### src/rtl/gray_step_pkg.sv
// Shared types and constants for the gray-code step controller.
package gray_step_pkg;

    typedef enum logic [1:0] {
        IDLE = 2'd0,
        RUN  = 2'd1,
        DONE = 2'd2
    } state_t;

    // Up-count order of the 3-bit gray phase; entry 0 is the reset phase.
    localparam logic [7:0][2:0] GRAY_SEQ = {
        3'b100, 3'b101, 3'b111, 3'b110,
        3'b010, 3'b011, 3'b001, 3'b000
    };

endpackage

### src/rtl/gray_next.sv
// Combinational next-phase lookup: one gray step forward (dir=1) or back (dir=0).
module gray_next
    import gray_step_pkg::*;
(
    input  logic [2:0] phase,
    input  logic       dir,
    output logic [2:0] next_phase
);

    logic [2:0] idx;

    always_comb begin
        idx = 3'd0;
        for (int i = 0; i < 8; i++) begin
            if (GRAY_SEQ[i] == phase) idx = 3'(i);
        end
        // 3-bit index arithmetic wraps 7<->0 for free.
        next_phase = dir ? GRAY_SEQ[idx + 3'd1] : GRAY_SEQ[idx - 3'd1];
    end

endmodule

### src/rtl/gray_step_ctrl.sv
// Command-driven gray-phase stepper: takes N steps at a programmable interval,
// abortable, with a one-cycle done/aborted completion pulse.
module gray_step_ctrl
    import gray_step_pkg::*;
#(
    parameter int STEP_W = 8,
    parameter int DIV_W  = 8
) (
    input  logic              clk,
    input  logic              reset,
    input  logic              cmd_valid,
    output logic              cmd_ready,
    input  logic              cmd_dir,
    input  logic [STEP_W-1:0] cmd_steps,
    input  logic [DIV_W-1:0]  cmd_div,
    input  logic              abort,
    output logic [2:0]        phase,
    output logic              busy,
    output logic              done,
    output logic              aborted,
    output logic [STEP_W-1:0] steps_left
);

    state_t            state, state_nxt;
    logic [DIV_W-1:0]  timer, div_q;
    logic              dir_q;
    logic              aborted_q;
    logic              accept, step;
    logic [2:0]        phase_nxt;

    gray_next u_gray_next (
        .phase      (phase),
        .dir        (dir_q),
        .next_phase (phase_nxt)
    );

    always_ff @(posedge clk or posedge reset) begin
        if (reset) state <= IDLE;
        else       state <= state_nxt;
    end

    always_comb begin
        state_nxt = state;
        cmd_ready = 1'b0;
        busy      = 1'b0;
        done      = 1'b0;
        accept    = 1'b0;
        step      = 1'b0;
        case (state)
            IDLE: begin
                cmd_ready = 1'b1;
                if (cmd_valid) begin
                    accept    = 1'b1;
                    state_nxt = (cmd_steps == '0) ? DONE : RUN;
                end
            end
            RUN: begin
                busy = 1'b1;
                // Abort wins over a due step on the same edge.
                if (abort) begin
                    state_nxt = DONE;
                end else if (timer == '0) begin
                    step = 1'b1;
                    if (steps_left == STEP_W'(1)) state_nxt = DONE;
                end
            end
            DONE: begin
                done      = 1'b1;
                state_nxt = IDLE;
            end
            default: state_nxt = IDLE;
        endcase
    end

    assign aborted = done & aborted_q;

    always_ff @(posedge clk or posedge reset) begin
        if (reset) begin
            phase      <= 3'b000;
            steps_left <= '0;
            timer      <= '0;
            div_q      <= '0;
            dir_q      <= 1'b0;
            aborted_q  <= 1'b0;
        end else if (accept) begin
            dir_q      <= cmd_dir;
            div_q      <= cmd_div;
            timer      <= cmd_div;
            steps_left <= cmd_steps;
            aborted_q  <= 1'b0;
        end else if (state == RUN) begin
            if (abort) begin
                aborted_q <= 1'b1;
            end else if (step) begin
                phase      <= phase_nxt;
                steps_left <= steps_left - STEP_W'(1);
                timer      <= div_q;
            end else begin
                timer <= timer - DIV_W'(1);
            end
        end
    end

endmodule

### config.mk
export PLATFORM = sky130hd
export DESIGN_NAME = gray_step_ctrl
export DESIGN_NICKNAME = d
export VERILOG_FILES = /design/src/rtl/gray_step_pkg.sv /design/src/rtl/gray_next.sv /design/src/rtl/gray_step_ctrl.sv
export SDC_FILE = /design/constraint.sdc
export NUM_CORES = 1
export LEC_CHECK = 0
export BUFFER_PORTS_ARGS = -buffer_cell sky130_fd_sc_hd__clkbuf_2
export CORE_MARGIN = 1
export CORE_UTILIZATION = 45
export CTS_CLUSTER_DIAMETER = 40
export DETAILED_ROUTE_END_ITERATION = 10
export PLACE_DENSITY = 0.67
export SYNTH_ARGS = -nofsm -noshare
export SYNTH_HDL_FRONTEND = slang
export SYNTH_SLANG_ARGS = --single-unit
### constraint.sdc
create_clock -name clk -period 3 [get_ports clk]
set_clock_uncertainty 0.1 [all_clocks]
set_input_delay 0.45 -clock clk [delete_from_list [all_inputs] [get_ports clk]]
set_output_delay 0.45 -clock clk [all_outputs]
set_load 0.02 [all_outputs]
======== Word-level counts from Yosys, hierarchy flattened ========
Memories as Yosys holds them, arrays and structs flattened.
Index checks and enable logic that the tools add are counted.
W data, S select, Z words.
word-level totals
  flip-flop bits (word level) ............. 31
  ROM bits ................................ 48
  input port bits ......................... 21
  output and inout port bits .............. 15
  word-level logic and storage cells ...... 78
  memories kept ........................... 2
memory list
  memory            words  bits a word  rd ports  clocked after memory_dff  wr ports  line             RTL
  (name not given)  8      3            1         0                         0         gray_next.sv:18  next_phase = dir ? GRAY_SEQ[idx + 3'd1] : GRAY_SEQ[idx - 3'd1];
  (name not given)  8      3            1         0                         0         gray_next.sv:18
operators by class
  $add $sub $neg .......................... 4
  magnitude comparators ................... 2
  eq/ne operators ......................... 14
  mux-type cells .......................... 35
  bitwise operators ....................... 3
  reductions and logical operators ........ 11
operator list
  kind                   number
  $mux W8                8
  $mux W3                7
  $logic_not A8 Y1       2
  $sub A8 B1 Y8 const B  2
  $mux W2                7
  $eq A3 B3 Y1 const A   4
  $mux W1                12
  $eq A8 B1 Y1 const B   1
  $lt A3 B4 Y1 const B   2
  $eq A2 B3 Y1 const A   2
  $ne A3 B3 Y1 const B   2
  $reduce_and A3 Y1      2
  $reduce_bool A2 Y1     3
  $pmux W2 S2            1
  $reduce_and A2 Y1      2
  $reduce_and A4 Y1      1
  $add A3 B1 Y3 const B  1
  $eq A1 B3 Y1 const A   1
  $sub A3 B1 Y3 const B  1
  $eq A2 B1 Y1 const B   1
  $eq A2 B2 Y1 const B   1
  $logic_not A2 Y1       1
  $ne A2 B1 Y1 const B   1
  $ne A2 B2 Y1 const B   1
  other kinds (2)        3

======== Depth between registers and ports, before layout ========
Gate-level depths: netlist of the first run.
  depth in word-level cells ............... 12
  depth in mapped cells ................... 7
  depth with buffers taken out ............ 6

======== Hierarchy ========
Synthesis of the first run repeated with hierarchy kept, for this count alone.
second synthesis, totals
  cells, all modules ...................... 205
  area total of the unflattened synthesis .. 1821.7 um^2
modules (own cells, without submodules)
  module          instances  cells each  area an instance (um^2)  seq. area each (um^2)
  gray_step_ctrl  1          198         1778.0                   775.7
  gray_next       1          7           43.8                     0.0

======== Worst setup path after synthesis of the first run ========
No wires, ideal clock.
  path type ............................... register to register
  from .................................... register timer[0]
  to ...................................... register steps_left[5]
  setup time .............................. 0.126 ns
  arrival time ............................ 1.856 ns
  path slack .............................. 0.918 ns
  cell stages (with the launch flop) ...... 8
  path buffers ............................ 1
  path through ............................ dfrtp_1 -> inv_1 -> ha_1 -> or4b_4 -> o31ai_4 -> buf_6 -> o21ai_2 -> a221o_1
on the way
  longest elaborated chain between the ends .. 6
RTL lines
  item                          line                  RTL
  start, declared               gray_step_ctrl.sv:25  logic [DIV_W-1:0] timer, div_q;
  start signal, assigned        gray_step_ctrl.sv:88  timer <= cmd_div;
  start signal, assigned        gray_step_ctrl.sv:97  timer <= div_q;
  start signal, assigned        gray_step_ctrl.sv:99  timer <= timer - DIV_W'(1);
  $logic_not A8 Y1              gray_step_ctrl.sv:62  end else if (timer == '0) begin
  $mux W1                       gray_step_ctrl.sv:62
  $mux W1                       gray_step_ctrl.sv:60  if (abort) begin
  $mux W1                       gray_step_ctrl.sv:49  case (state)
  $reduce_bool A2 Y1 (no line)  n/a
  $reduce_and A3 Y1 (no line)   n/a
  end signal, assigned          gray_step_ctrl.sv:89  steps_left <= cmd_steps;
  end signal, assigned          gray_step_ctrl.sv:96  steps_left <= steps_left - STEP_W'(1);
  end, declared                 gray_step_ctrl.sv:21  output logic [STEP_W-1:0] steps_left
No other way between the ends.
A chain may end at the register's enable or synchronous reset.

======== Worst setup path in the final report of the first run ========
  from .................................... register timer[1]
  to ...................................... register timer[2]
on the way
  longest elaborated chain between the ends .. 8
  elaborated cells on any way between the ends .. 9
RTL lines
  item                                                                   line                  RTL
  parallel branches: the longest is 4 deep, another holds $sub A8 B1 Y8  n/a
  $mux W8 *                                                              gray_step_ctrl.sv:94  end else if (step) begin
  $mux W8 *                                                              gray_step_ctrl.sv:92  if (abort) begin
  $mux W8 *                                                              gray_step_ctrl.sv:91  end else if (state == RUN) begin
  $mux W8 *                                                              gray_step_ctrl.sv:85  end else if (accept) begin
Every way passes the cells marked *. The select of a mux whose other input is x is not followed.

==> results of run 1 <==
## cell families (layout without fill, tap and decap cells)
| family | after synthesis | in the layout |
|---|---|---|
| xor gates and xnor gates | 4 | 4 |
| AOI/OAI and AO/OA | 58 | 58 |
| and+or+nand+nor | 90 | 90 |
| buffers and inverters | 16 | 54 |
| adders and majority gates | 4 | 4 |
| DFF | 31 | 31 |
## per-layer routing
metal	track usage (%)	vias up	share of wire, %
li1	-	818	-
met1	31.63	801	47
met2	38.52	35	47
met3	4.828	8	3.7
met4	12.23	0	1.8
met5	0	-	0
## path summary, 6_finish.rpt
path / startpoint / cells past startpoint / slack (ns) / to
worst min register to register: div_q[2] / 2 / 0.38 / div_q[2]
worst min-delay path: reset / 3 / 0.11 / steps_left[2]
max in group asynchronous: reset / 3 / 2.39 / timer[2]
worst max register to register: timer[1] / 6 / 0.55 / timer[2]
min in group clk: cmd_dir / 3 / 0.25 / dir_q
worst max-delay path: timer[1] / 6 / 0.55 / timer[2]
## cell usage after synthesis (2+ instances only)
library cell / instances
nor3_1: 3
or3b_2: 5
buf_6: 2
dfrtp_1: 31
ha_1: 4
or4_1: 2
nor2_1: 14
o21ai_0: 11
o221a_2: 4
xnor2_1: 2
a21oi_1: 12
nor3b_1: 4
a221o_1: 2
nor2b_1: 2
inv_1: 7
nor4_1: 4
a31o_2: 2
or3_1: 2
nand2b_1: 4
nor4b_1: 2
a21o_1: 2
o21ai_2: 2
a31oi_1: 8
and2_1: 2
nand3_1: 2
clkbuf_1: 6
o221ai_1: 2
xor2_1: 2
nand2_1: 36
nand4_1: 2
o211ai_1: 5
## worst max-delay path: cells and delay by family, from the launching register on
kind            cells  cell delay, ns
compound gates      3            1.03
simple gates        1            0.50
fa+ha+maj           1            0.18
buf+inv             1            0.11
flops               1            0.40
## state kept, by name, indices dropped and copies added (netlist names)
name	flops
phase	3
state	2
aborted_q	1
div_q	8
steps_left	8
timer	8
dir_q	1
## power groups by stage
stage / Sequential, mW / Combinational, mW / Clock, mW
2_1_floorplan: 0.801 / 0.677 / 0
5_1_grt: 0.857 / 1.03 / 0.360
3_3_place_gp: 0.824 / 0.891 / 0
3_5_place_dp: 0.821 / 0.908 / 0
4_1_cts: 0.815 / 0.912 / 0.341
6_report: 0.820 / 0.905 / 0.336
## stage by stage
step | utilization [%] | setup WS (ns) | total power, mW | hold WS, ns
2_1_floorplan | - | 0.9177 | 1.478 | 0.3323
3_5_place_dp | 54.51 | 0.5880 | 1.729 | 0.3603
5_1_grt | 56.82 | 0.4299 | 2.242 | 0.1703
6_report | 56.82 | 0.5462 | 2.062 | 0.1099
4_1_cts | 56.82 | 0.5543 | 2.069 | 0.1226
3_3_place_gp | 54.51 | 0.6765 | 1.715 | 0.3615
## cell type report
class                           instances  area (um2)
Tap cell                               48       60.06
Fill cell                             349        1640
Clock inverter                          1       5.005
Timing Repair Buffer                   40       212.7
Inverter                                7       26.28
Multi-Input combinational cell        156       996.0
Sequential cell                        31       775.7
Clock buffer                            6       82.58
==> impl_results.md, run 1 <==
* Status: finished clean
* Yosys warning count at 0
* Total grt overflow at 0
* H-tree Lvls at 2
* Initial Utilization at 48.52%
* CP startpoint kind: register
* Fin crit period at 2.454 ns
* XOR/XNOR share of the synthesized area at 1.901%
* DP Area at 0.002071 mm2
* Slew margin rel. at 52.37%
* Max-slew violation count at 0
* Post-synthesis simple-gate area fraction at 26.68%
* GRT Total Usage at 24.41%
* DR vias/cell at 5.751
* PwrDens at 955.4 mW/mm2
* Most frequent cells in the layout: nand2_1, clkbuf_2, dfrtp_1
* Post-synth top area share at 42.09%
* CTS buffer count at 5
* Initial DRT Pass Iterations at 4
* Ratio of cells with drive above 1 in the final layout at 27.39%
* Worst-skew pair later-pin latency at 0.30 ns
* Clock Tree Root: clkbuf_8
* Post-synthesis cell type count at 46
* Critical Path AT at 2.53 ns
* ANT cells at 0
* Port bufs at 35
* Part of the power in registers at 39.8%
* Syn_area_per_cell at 9.079 um2
* Max Buffers Root-to-Sink at 2
* Slowest stage delay, CP at 0.54 ns
* Number of synthesized flops with an enable pin at 0
* Setup bufs post-CTS at 0
* Main synth FF type: dfrtp_1
* Via count at 1662
* Cell area after layout at 0.002158 mm2
* Largest cells by area after synthesis: dfrtp_1, nand2_1, a21oi_1
* Final hold violation count at 0
* CTS Sinks at 31
* Initial DRC count at 90
* CP max-delay cell: o31ai_4
* Fmax at 407.5 MHz
* VDD IR max at 584.6 uV
* Final WL at 4443 um
* Post-Syn Area at 0.001843 mm2
* CP Max Fanout at 12
* Mux share of post-synthesis cell area at 0%
* Fin nets at 266
* Area growth, synth to finish at 17.11%
* Worst Path Required at 3.07 ns
* Initial antenna violation count at 0
* Commonest non-fill, non-tap cell in the layout: nand2_1
* Drt drc at 0
* Placed Instances at 282
* CP Cell Sequence: inv_1, ha_1, or4b_4, o31ai_4, o221ai_1, a22o_1
* Net switching power at 903.4 uW
* Pleak at 0.9852 nW
* Pin count of the biggest net entering global routing at 32
* Largest family of logic cells by synthesized area: simple AND/OR/NAND/NOR gates
* Die width at 66.00 um
* Final non-filler cell total at 289
* FP Rows at 22
* # setup viols final at 0
* Synth Area in Compound Gates at 22.47%
* Clock transition at path regs at 0.07 ns
* WL per Instance at 15.37 um
* Logic pwr share at 43.9%
* Hold Path Class: in -> async
* Sum of negative setup slack at 0 ns
* Die area at 0.004355 mm2
* Flops & latches, synth at 31
* Gpl congestion at 0.8231
* Switching Fraction at 43.81%
* Seq/Total Area, Yosys at 42.09%
* Internal power at 1.159 mW
* Top Ports at 36
* Hold_buf cts at 0
* Yosys top cell by area: dfrtp_1
* Critical path capture point type: register
* Max cap viols at 0
* Clk pwr share at 16.3%
* Core ar. at 0.003799 mm2
* CTS tree: yes
* RSZ-0062 raised after global routing: no
* Post-Synth Adder-Cell Area at 2.716%
* Mapped Nets at 228
* Share of flip-flops with an asynchronous set or reset at 100.0%
* Routed Antenna Nets at 0
* Hpwl dp at 3196 um
* Final Cycle Share at 81.79%
* First-pass GRT wire length at 7872 um
* Vias in the first global route at 1669
* Syn Inst Count at 203
* Die height at 66.00 um
* # resized after CTS at 0
* Worst slew pin tran at 0.7079 ns
* CP Class: reg -> reg
(Power assumes the default switching activity.)
==> inputs of run 2 (changes only) <==
--- a/config.mk
+++ b/config.mk
@@ -5,12 +5,13 @@
 export SDC_FILE = /design/constraint.sdc
 export NUM_CORES = 1
 export LEC_CHECK = 0
+export ABC_AREA = 1
 export BUFFER_PORTS_ARGS = -buffer_cell sky130_fd_sc_hd__clkbuf_2
 export CORE_MARGIN = 1
 export CORE_UTILIZATION = 45
 export CTS_CLUSTER_DIAMETER = 40
 export DETAILED_ROUTE_END_ITERATION = 10
-export PLACE_DENSITY = 0.67
+export PLACE_DENSITY = 0.69
 export SYNTH_ARGS = -nofsm -noshare
 export SYNTH_HDL_FRONTEND = slang
 export SYNTH_SLANG_ARGS = --single-unit
==> constraint.sdc (replaced) <==
create_clock -name clk -period 2.2 [get_ports clk]
set_clock_uncertainty 0.1 [all_clocks]
set_input_delay 0.33 -clock clk [delete_from_list [all_inputs] [get_ports clk]]
set_output_delay 0.33 -clock clk [all_outputs]
set_load 0.02 [all_outputs]
==> run 2 against run 1 <==
Global-route usage decreased by 3.8 points. Area after synthesis increased by 9.0%. Cell area grew 6.0%. Routed wire length down 4.8%. Non-clock buffer count fell by 4. The run now ends with hold timing left.
==> impl_results.md, run 2 <==
* Status: complete, but fails checks
* Failing checks: hold timing
* Final WL at 4228 um (-4.8%)
* Max-slew violation count at 0 (unchanged)
* Core ar. at 0.004144 mm2 (+9.1%)
* FP Rows at 23 (+4.5%)
* Most frequent cells in the layout: nand2_1, clkbuf_2, inv_1, dfrtp_1, nor2_1
* Top Ports at 36 (unchanged)
* Main synth FF type: dfrtp_1
* Clock Tree Root: clkbuf_8
* Syn_area_per_cell at 7.465 um2 (-18%)
* Initial DRC count at 107 (+19%)
* Max Buffers Root-to-Sink at 2 (unchanged)
* Vias in the first global route at 1560 (-6.5%)
* Fmax at 560.2 MHz (+37%)
* Total grt overflow at 0 (unchanged)
* CP Cell Sequence: inv_1, ha_1, nand2_1, nor2_8, nand2_4, inv_2, o211ai_1, o21ai_0
* Largest cells by area after synthesis: dfrtp_1, nand2_1, nand3_1
* Yosys warning count at 0 (unchanged)
* Post-synth top area share at 38.63% (-3.5 points)
* Initial DRT Pass Iterations at 4 (unchanged)
* Area growth, synth to finish at 13.89%
* Commonest non-fill, non-tap cell in the layout: nand2_1
* # resized after CTS at 0 (unchanged)
* PwrDens at 1353 mW/mm2 (+42%)
* # setup viols final at 0 (unchanged)
* ANT cells at 0 (unchanged)
* Pleak at 1.276 nW (+30%)
* First-pass GRT wire length at 6962 um (-12%)
* CTS Sinks at 31 (unchanged)
* Tot Pwr at 3.096 mW (+50%)
* Pre-CTS setup slack at 0.3933 ns (-0.1948 ns)
* Port bufs at 35 (unchanged)
* Clock transition at path regs at 0.07 ns (about the same)
* Hold_buf cts at 0 (unchanged)
* Initial antenna violation count at 0 (unchanged)
* Regs by FF count: div_q (8), steps_left (8), timer (8)
* Final non-filler cell total at 358 (+24%)
* CTS buffer count at 5 (unchanged)
* Die width at 68.80 um (+4.3%)
* CP startpoint kind: register
* Worst slew pin tran at 0.4064 ns (-0.3015 ns)
* Fin nets at 332 (+25%)
* Post-synth top cells: nand2_1, dfrtp_1, inv_1
* Flops & latches, synth at 31 (unchanged)
* CTS tree: yes
* Mapped Nets at 294 (+29%)
* Routed Antenna Nets at 0 (unchanged)
* Share of flip-flops with an asynchronous set or reset at 100.0% (unchanged)
* Hold Path Class: in -> async
* Die height at 68.80 um (+4.3%)
* Crit-path leading delay family: simple AND/OR/NAND/NOR gates
* Setup bufs post-CTS at 0 (unchanged)
* Pin count of the biggest net entering global routing at 32 (unchanged)
* Seq/Total Area, Yosys at 38.63% (-3.5 points)
* Yosys top cell by area: dfrtp_1
* DR vias/cell at 4.930 (-14%)
* Slew margin rel. at 72.91% (+21 points)
* Syn Inst Count at 269 (+33%)
* Die area at 0.004733 mm2 (+8.7%)
* Worst Path Required at 2.29 ns (-0.78 ns)
* Worst-skew pair later-pin latency at 0.28 ns (-0.02 ns)
* Max cap viols at 0 (unchanged)
* Slowest stage delay, CP at 0.39 ns (-0.15 ns)
* Critical path capture point type: register
* Sum of negative setup slack at 0 ns (unchanged)
* Fin crit period at 1.785 ns (-0.6688 ns)
* RSZ-0062 raised after global routing: no
* Ratio of cells with drive above 1 in the final layout at 23.70% (-3.7 points)
* Hold_ws at -0.006417 ns (-0.1163 ns)
* Critical Path AT at 1.88 ns (-0.65 ns)
* Post-synthesis cell type count at 32 (-30%)
* Placed Instances at 350 (+24%)
* WL per Instance at 11.81 um (-23%)
* CP Class: reg -> reg
* Final worst slack at 0.4150 ns (-0.1312 ns)
* Initial Utilization at 48.46% (-0.058 points)
* GRT Total Usage at 20.61% (-3.8 points)
* VDD IR max at 697.9 uV (+19%)
* Post-Syn Area at 0.002008 mm2 (+9.0%)
* Final hold violation count at 4 (+4)
* Drt drc at 0 (unchanged)
* H-tree Lvls at 2 (unchanged)
* Number of synthesized flops with an enable pin at 0 (unchanged)
* CP bufs+invs at 2 (+1)
* Via count at 1765 (+6.2%)
* Final Cycle Share at 81.14% (-0.66 points)
* Hpwl dp at 3187 um (-0.25%)
* Most common cell in the netlist: nand2_1
* CP Max Fanout at 13 (+1)
* CP max-delay cell: dfrtp_1
* Gpl congestion at 0.8567 (+4.1%)
run 2: changes by cell type after synthesis, sizes merged, moves of 3 or more:
cell and delta:
a21oi -4, a31oi -8, clkbuf -6, inv +28, nand2 +62, nand2b -4
nand3 +23, nor2 +17, nor3b -3, nor4 -4, nor4b -3, o221a -4
or3b -5, xor2 +3
run 2: worst paths after layout:
path	startpoint	endpoint	slack, ns	cells past startpoint
worst max-delay path	timer[0]	phase[2]	0.41	8
worst min-delay path	reset	state[1]	-0.006	3
worst max register to register	timer[0]	phase[2]	0.41	8
worst min register to register	div_q[7]	div_q[7]	0.38	2
max in group asynchronous	reset	div_q[0]	1.71	3
min in group clk	cmd_div[2]	div_q[2]	0.16	3
run 2: final cells by class:
type,instances,area (um2)
flip-flops and latches,31,775.7
fillers,429,1857
well taps,50,62.56
multi-input cells,198,1049
inverters,35,133.9
clock buffers,5,68.82
repair buffers,36,182.7
clock inverters,3,15.01
run 2: power by group:
group          switching, mW  internal [mW]
clock network          0.216          0.216
logic                   1.01          0.569
registers              0.257          0.826
run 2: logic make-up (layout without fill, tap and decap cells):
group	Yosys count	count (layout)	share of synthesized area [%]
simple gates	161	161	37.07
buf+inv	40	79	9.159
flops	31	31	38.63
compound gates	26	26	9.595
xor+xnor	7	7	3.053
fa+ha+maj	4	4	2.492
run 2: worst min-delay path, cell delays in order:
cell and delay (ns):
clkbuf_2 0.08, inv_1 0.04, buf_4 0.35
run 2: metal layers:
metal | wire, um | GRT usage [%] | up-vias
met5 | 0 | 0 | -
met2 | 1964 | 32.35 | 33
met3 | 176 | 3.454 | 7
met4 | 63 | 9.949 | 0
met1 | 2023 | 27.50 | 808
li1 | - | - | 917
run 2: through the flow:
stage | area, um2 | utilization, % | hold WS, ns
floorplan | 2008 | - | 0.3335
global placement | 2203 | 53.17 | 0.3137
detailed placement | 2203 | 53.17 | 0.3198
CTS | 2287 | 55.19 | 0.002773
global route | 2287 | 55.19 | 0.03985
finish | 2287 | 55.19 | -0.006417
